$ cat config.mk
export PLATFORM = sky130hd
export DESIGN_NAME = sd_init_seq
export DESIGN_NICKNAME = d
export VERILOG_FILES = /design/src/rtl/sd_pkg.sv /design/src/rtl/sd_init_seq.sv
export SDC_FILE = /design/constraint.sdc
export NUM_CORES = 1
export LEC_CHECK = 0
export BUFFER_PORTS_ARGS = -buffer_cell sky130_fd_sc_hd__clkbuf_2
export CORE_ASPECT_RATIO = 0.75
export CORE_UTILIZATION = 36
export DETAILED_ROUTE_END_ITERATION = 16
export GPL_TIMING_DRIVEN = 0
export MAX_ROUTING_LAYER = met4
export PLACE_DENSITY = 0.57
export SYNTH_ARGS = -nofsm -noshare
export SYNTH_HDL_FRONTEND = slang
export SYNTH_SLANG_ARGS = --single-unit
$ cat constraint.sdc
create_clock -name iclk -period 6.5 [get_ports iclk]
set_clock_uncertainty 0.15 [all_clocks]
set_input_delay 0 -clock iclk [delete_from_list [all_inputs] [get_ports iclk]]
set_output_delay 0 -clock iclk [all_outputs]
set_load 0.05 [all_outputs]
$ cat src/rtl/sd_pkg.sv
// sd_pkg: command indices, fixed arguments and FSM/step encodings for the SD init sequencer
package sd_pkg;

  localparam logic [5:0] CMD2  = 6'd2;
  localparam logic [5:0] CMD3  = 6'd3;
  localparam logic [5:0] CMD6  = 6'd6;
  localparam logic [5:0] CMD7  = 6'd7;
  localparam logic [5:0] CMD8  = 6'd8;
  localparam logic [5:0] CMD41 = 6'd41;
  localparam logic [5:0] CMD55 = 6'd55;

  localparam logic [31:0] CMD8_ARG   = 32'h0000_01AA;
  localparam logic [31:0] ACMD41_ARG = 32'h40FF_8000;
  localparam logic [31:0] ACMD6_ARG  = 32'h0000_0002;

  typedef enum logic [2:0] {
    S_IDLE, S_POWERUP, S_ISSUE, S_WAIT, S_CHECK, S_DONE, S_ERROR
  } state_e;

  typedef enum logic [2:0] {
    STEP_CMD8, STEP_CMD55A, STEP_CMD41, STEP_CMD2,
    STEP_CMD3, STEP_CMD7, STEP_CMD55B, STEP_CMD6
  } step_e;

  function automatic logic [5:0] step_index(input step_e s);
    case (s)
      STEP_CMD8:   return CMD8;
      STEP_CMD55A: return CMD55;
      STEP_CMD41:  return CMD41;
      STEP_CMD2:   return CMD2;
      STEP_CMD3:   return CMD3;
      STEP_CMD7:   return CMD7;
      STEP_CMD55B: return CMD55;
      default:     return CMD6;
    endcase
  endfunction

  // The second CMD55 and CMD7 address the card by its freshly assigned RCA
  function automatic logic [31:0] step_arg(input step_e s, input logic [15:0] rca);
    case (s)
      STEP_CMD8:              return CMD8_ARG;
      STEP_CMD41:             return ACMD41_ARG;
      STEP_CMD7, STEP_CMD55B: return {rca, 16'h0000};
      STEP_CMD6:              return ACMD6_ARG;
      default:                return 32'h0;
    endcase
  endfunction

endpackage

$ cat src/rtl/sd_init_seq.sv
// sd_init_seq: SD card bring-up sequencer (CMD8, ACMD41 poll, CMD2/3/7, ACMD6 4-bit bus)
module sd_init_seq
  import sd_pkg::*;
#(
  parameter int POWERUP_CYCLES = 80,
  parameter int ACMD41_TRIES   = 1000,
  parameter int RESP_TIMEOUT   = 1024
) (
  input  logic        iclk,
  input  logic        irst_n,
  input  logic        istart,
  output logic        ocmd_start,
  output logic [5:0]  ocmd_index,
  output logic [31:0] ocmd_arg,
  input  logic [31:0] icmd_resp,
  input  logic        icmd_done,
  output logic [15:0] orca,
  output logic        odone,
  output logic        oerror
);

  localparam int CW = 16;

  state_e        state_q, state_d;
  step_e         step_q, step_d, step_nx;
  logic [CW-1:0] cnt_q, cnt_d;
  logic [9:0]    retry_q, retry_d;
  logic [31:0]   resp_q, resp_d;
  logic [15:0]   rca_q, rca_d;
  logic [5:0]    idx_q, idx_d;
  logic [31:0]   arg_q, arg_d;
  logic          unused_resp;

  assign step_nx     = step_e'(step_q + 3'd1);
  assign ocmd_start  = state_q == S_ISSUE;
  assign odone       = state_q == S_DONE;
  assign oerror      = state_q == S_ERROR;
  assign ocmd_index  = idx_q;
  assign ocmd_arg    = arg_q;
  assign orca        = rca_q;
  assign unused_resp = ^resp_q[15:12];

  // Next state, shared power-up/timeout counter, retry count and command latch
  always_comb begin
    state_d = state_q;
    step_d  = step_q;
    cnt_d   = cnt_q;
    retry_d = retry_q;
    resp_d  = resp_q;
    rca_d   = rca_q;
    idx_d   = idx_q;
    arg_d   = arg_q;
    case (state_q)
      S_IDLE, S_DONE, S_ERROR:
        if (istart) begin
          state_d = S_POWERUP;
          step_d  = STEP_CMD8;
          cnt_d   = CW'(POWERUP_CYCLES - 1);
          retry_d = '0;
        end
      S_POWERUP:
        if (cnt_q == '0) state_d = S_ISSUE;
        else cnt_d = cnt_q - CW'(1);
      S_ISSUE: begin
        state_d = S_WAIT;
        cnt_d   = CW'(RESP_TIMEOUT - 1);
      end
      S_WAIT:
        if (icmd_done) begin
          resp_d  = icmd_resp;
          state_d = S_CHECK;
        end else if (cnt_q <= CW'(1)) state_d = S_ERROR;
        else cnt_d = cnt_q - CW'(1);
      S_CHECK:
        case (step_q)
          STEP_CMD8:
            if (resp_q[11:0] == 12'h1AA) begin
              step_d  = step_nx;
              state_d = S_ISSUE;
            end else state_d = S_ERROR;
          STEP_CMD41:
            if (resp_q[31]) begin
              step_d  = STEP_CMD2;
              state_d = S_ISSUE;
            end else if (retry_q == 10'(ACMD41_TRIES - 1)) state_d = S_ERROR;
            else begin
              retry_d = retry_q + 10'd1;
              step_d  = STEP_CMD55A;
              state_d = S_ISSUE;
            end
          STEP_CMD3: begin
            rca_d   = resp_q[31:16];
            step_d  = step_nx;
            state_d = S_ISSUE;
          end
          STEP_CMD6: state_d = S_DONE;
          default: begin
            step_d  = step_nx;
            state_d = S_ISSUE;
          end
        endcase
      default: state_d = S_IDLE;
    endcase
    if (state_d == S_ISSUE) begin
      idx_d = step_index(step_d);
      arg_d = step_arg(step_d, rca_d);
    end
  end

  // State and datapath registers, cleared asynchronously
  always_ff @(posedge iclk or negedge irst_n)
    if (!irst_n) begin
      state_q <= S_IDLE;
      step_q  <= STEP_CMD8;
      cnt_q   <= '0;
      retry_q <= '0;
      resp_q  <= '0;
      rca_q   <= '0;
      idx_q   <= '0;
      arg_q   <= '0;
    end else begin
      state_q <= state_d;
      step_q  <= step_d;
      cnt_q   <= cnt_d;
      retry_q <= retry_d;
      resp_q  <= resp_d;
      rca_q   <= rca_d;
      idx_q   <= idx_d;
      arg_q   <= arg_d;
    end

endmodule

==> results.py <==
metrics = {
    "global_routing": {
        "overflow": 0,
        "grt_pass1_wl_mm": 20.9,
        "grt_pass1_vias": 4080,
        "antenna_found_initial": 0,
        "grt_max_degree": 54,
        "track_usage_pct": 18.7,
    },
    "placed_design": {
        "post-place-ws_ns": 3.30,
        "globalplace.congestion": 0.872,
        "place_area_um2": 5680,
        "dpl.hpwl_mm": 8.85,
        "port_buffers": 78,
    },
    "setup_path": {
        "critPathRequiredTime_ns": 6.64,
        "crit_slowest_cell": "nor4_2",
        "cp_cell_sequence": "nor4b_2 -> a311oi_1 -> o31a_1 -> a311o_1 -> nor4_2 -> buf_2 -> o2111ai_1 -> nand2_1",
        "critPathLaunchType": "flop",
        "path_max_fanout": 10,
        "critPathTopFamily": "simple AND/OR/NAND/NOR gates",
        "end_kind": "flop",
        "path_buf_inv": 1,
        "path_class": "reg2reg",
        "slowest_delay_ns": 0.65,
        "critPathArrivalTime_ns": 3.34,
    },
    "clocking": {
        "cts_made_buffers": 9,
        "root_buffer": "clkbuf_16",
        "cts_tree": "done",
        "cts_sinks": 101,
        "cts_buffer_depth": 2,
        "insertion_delay_ns": 0.34,
        "path_clk_slew_ns": 0.08,
        "h-tree-depth": 3,
    },
    "cells_and_area": {
        "fill_cells": 1246,
        "num_antenna_cells": 0,
        "drive_gt1_share_pct": 27.1,
        "most-common-layout-cells": "dfrtp_1 (101), clkbuf_2 (77), nor2_1 (42), nand2_1 (40), mux2_2 (35)",
        "synthToLayoutAreaGrowth_pct": 25.3,
        "fin_area_um2": 6280,
        "nNetsFinal": 661,
        "layout_commonest_cell": "dfrtp_1",
    },
    "status": {
        "violations": "design-rule violations",
        "status": "finished with violations",
    },
    "yosys": {
        "ys.warnings.count": 0,
        "syn_area_per_cell_um2": 10.2,
        "synth_top_area_cell": "dfrtp_1",
        "dominantRegCellSynth": "dfrtp_1",
        "syn_inst": 489,
        "async_reset_ff_share_pct": 100,
        "netlist_top_cells_area": "dfrtp_1 (50%), mux2_2 (7.9%), nor2_1 (3.1%)",
        "ys_ff_latch": 101,
        "synth_top_area_share_pct": 50.4,
        "ys_seq_area_share_pct": 50.4,
        "synth_edf_count": 0,
        "netlist-cell-type-count": 62,
        "syn-cell-area_um2": 5010,
    },
    "floorplanning": {
        "die_x_um": 138,
        "die-area_um2": 14400,
        "die_y_um": 104,
        "core_area_um2": 13300,
        "ios": 93,
        "placementRows": 36,
        "start_util_pct": 37.7,
    },
    "pwr": {
        "power-per-cell-area_nw_per_um2": 359,
        "power.total_mw": 2.26,
        "leakagePower_nw": 3.08,
        "ir_drop_mv": 0.240,
    },
    "sta": {
        "fin_crit_sh_pct": 49.2,
        "worst_pin_slew_ns": 0.857,
        "relSlewSlack_pct": 42.6,
        "final.setup.tns_ns": 0,
        "worst_hold_slack_ns": 0.0558,
        "setup_slack_ns": 3.30,
        "setup_viol": 0,
        "final-hold-violation-count": 0,
        "period_needed_ns": 3.20,
        "fmax_mhz": 312,
        "drv_slew": 0,
        "rsz0062_at_grt": "no",
    },
    "drt": {
        "vias": 4073,
        "drt_iter0_markers": 269,
        "dr.pass1.iters": 10,
        "wl_per_cell_um": 15.4,
        "antenna_left": 0,
        "drc": 12,
        "viasPerCell": 5.13,
        "routed_wl_mm": 12.2,
    },
    "hold_path": {
        "worstHoldPathType": "in2reg",
    },
    "job": {
        "maxCapViolations": 0,
    },
}
[layer usage]
| layer | global-route usage, % | vias to the layer above | share of wire (%) |
|---|---|---|---|
| met5 | - | - | 0 |
| li1 | - | 1967 | - |
| met4 | 4.49 | 0 | 0.92 |
| met2 | 27.6 | 84 | 45 |
| met1 | 26.4 | 2013 | 51 |
| met3 | 3.78 | 9 | 3.9 |
[where the power goes]
part	total, mW	switching (mW)	internal, mW
Clock	0.544	0.241	0.302
Combinational	0.796	0.519	0.277
Sequential	0.915	0.118	0.797
[stage by stage]
step,std cells,utilization [%]
after detailed placement,748,42.7
after floorplan,498,-
after CTS,794,47.2
final,794,47.2
after global placement,747,42.5
after global routing,794,47.2
[sequential cells by signal, indices dropped and copies added (netlist names)]
register    cells
ocmd_arg       19
ocmd_index      6
step_q          3
state_q         3
retry_q        10
orca           16
resp_q         28
cnt_q          16
[Yosys cell counts, drive strengths merged, types with 2 or more instances]
library cell	count
o211ai	7
o31a	2
o41ai	2
mux2i	11
a22oi	2
a311o	2
xnor2	5
and3	7
a31o	2
and4bb	2
o31ai	5
nand3	18
nand2b	6
buf	24
a21oi	31
ha	7
nor4	4
nand4	4
a31oi	7
clkbuf	13
or3b	2
mux2	35
and2	2
or2	2
nor2	42
dfrtp	101
nor2b	5
nor3	11
o21ai	28
or3	4
nand3b	2
xor2	10
nand2	40
inv	23
o2111ai	3
[timing repair]
action | 4_1_cts | 5_1_grt
setup endpoints to repair | 0 | 0
buffers inserted | 0 | 0
gates resized for setup | 0 | 0
hold buffers | 30 | 0
hold endpoints to repair | 77 | 0
[area by class of cell]
type | instances | area, µm² | share of cell area [%]
multi-input combinational | 337 | 2220 | 35.4
tap | 171 | 214 | 3.41
clock buffer | 10 | 229 | 3.65
timing repair buffer | 109 | 721 | 11.5
sequential | 101 | 2530 | 40.3
clock inverter | 6 | 70.1 | 1.12
buffer | 37 | 206 | 3.29
inverter | 23 | 86.3 | 1.38
[kinds of logic (layout without fill, tap and decap cells)]
group / count (synthesis) / count (layout) / share of synthesized area [%]
and+or+nand+nor: 156 / 156 / 15.8
AOI/OAI and AO/OA: 103 / 103 / 13.4
DFF: 101 / 101 / 50.4
buffers and inverters: 60 / 185 / 5.84
muxes: 46 / 46 / 10.1
xor gates and xnor gates: 15 / 15 / 2.62
adders and majority gates: 7 / 7 / 1.75
other: 1 / 10 / 0.0749
[final timing paths]
| check | endpoint | cells after the start | start | slack [ns] |
|---|---|---|---|---|
| min in group asynchronous | cnt_q[7] | 2 | irst_n | 0.10 |
| worst max register to register | ocmd_arg[24] | 8 | resp_q[9] | 3.30 |
| worst min register to register | ocmd_arg[25] | 2 | ocmd_arg[25] | 0.33 |
| worst max-delay path | ocmd_arg[24] | 8 | resp_q[9] | 3.30 |
| worst min-delay path | cnt_q[15] | 4 | istart | 0.06 |
| max in group asynchronous | resp_q[9] | 3 | irst_n | 5.39 |
[worst register-to-register path, stage by stage (launching register included)]
cell,delay (ns)
dfrtp_1,0.40
nor4b_2,0.45
a311oi_1,0.21
o31a_1,0.29
a311o_1,0.32
nor4_2,0.65
buf_2,0.37
o2111ai_1,0.19
nand2_1,0.12
Note: power is estimated with default switching activity, not from simulation.
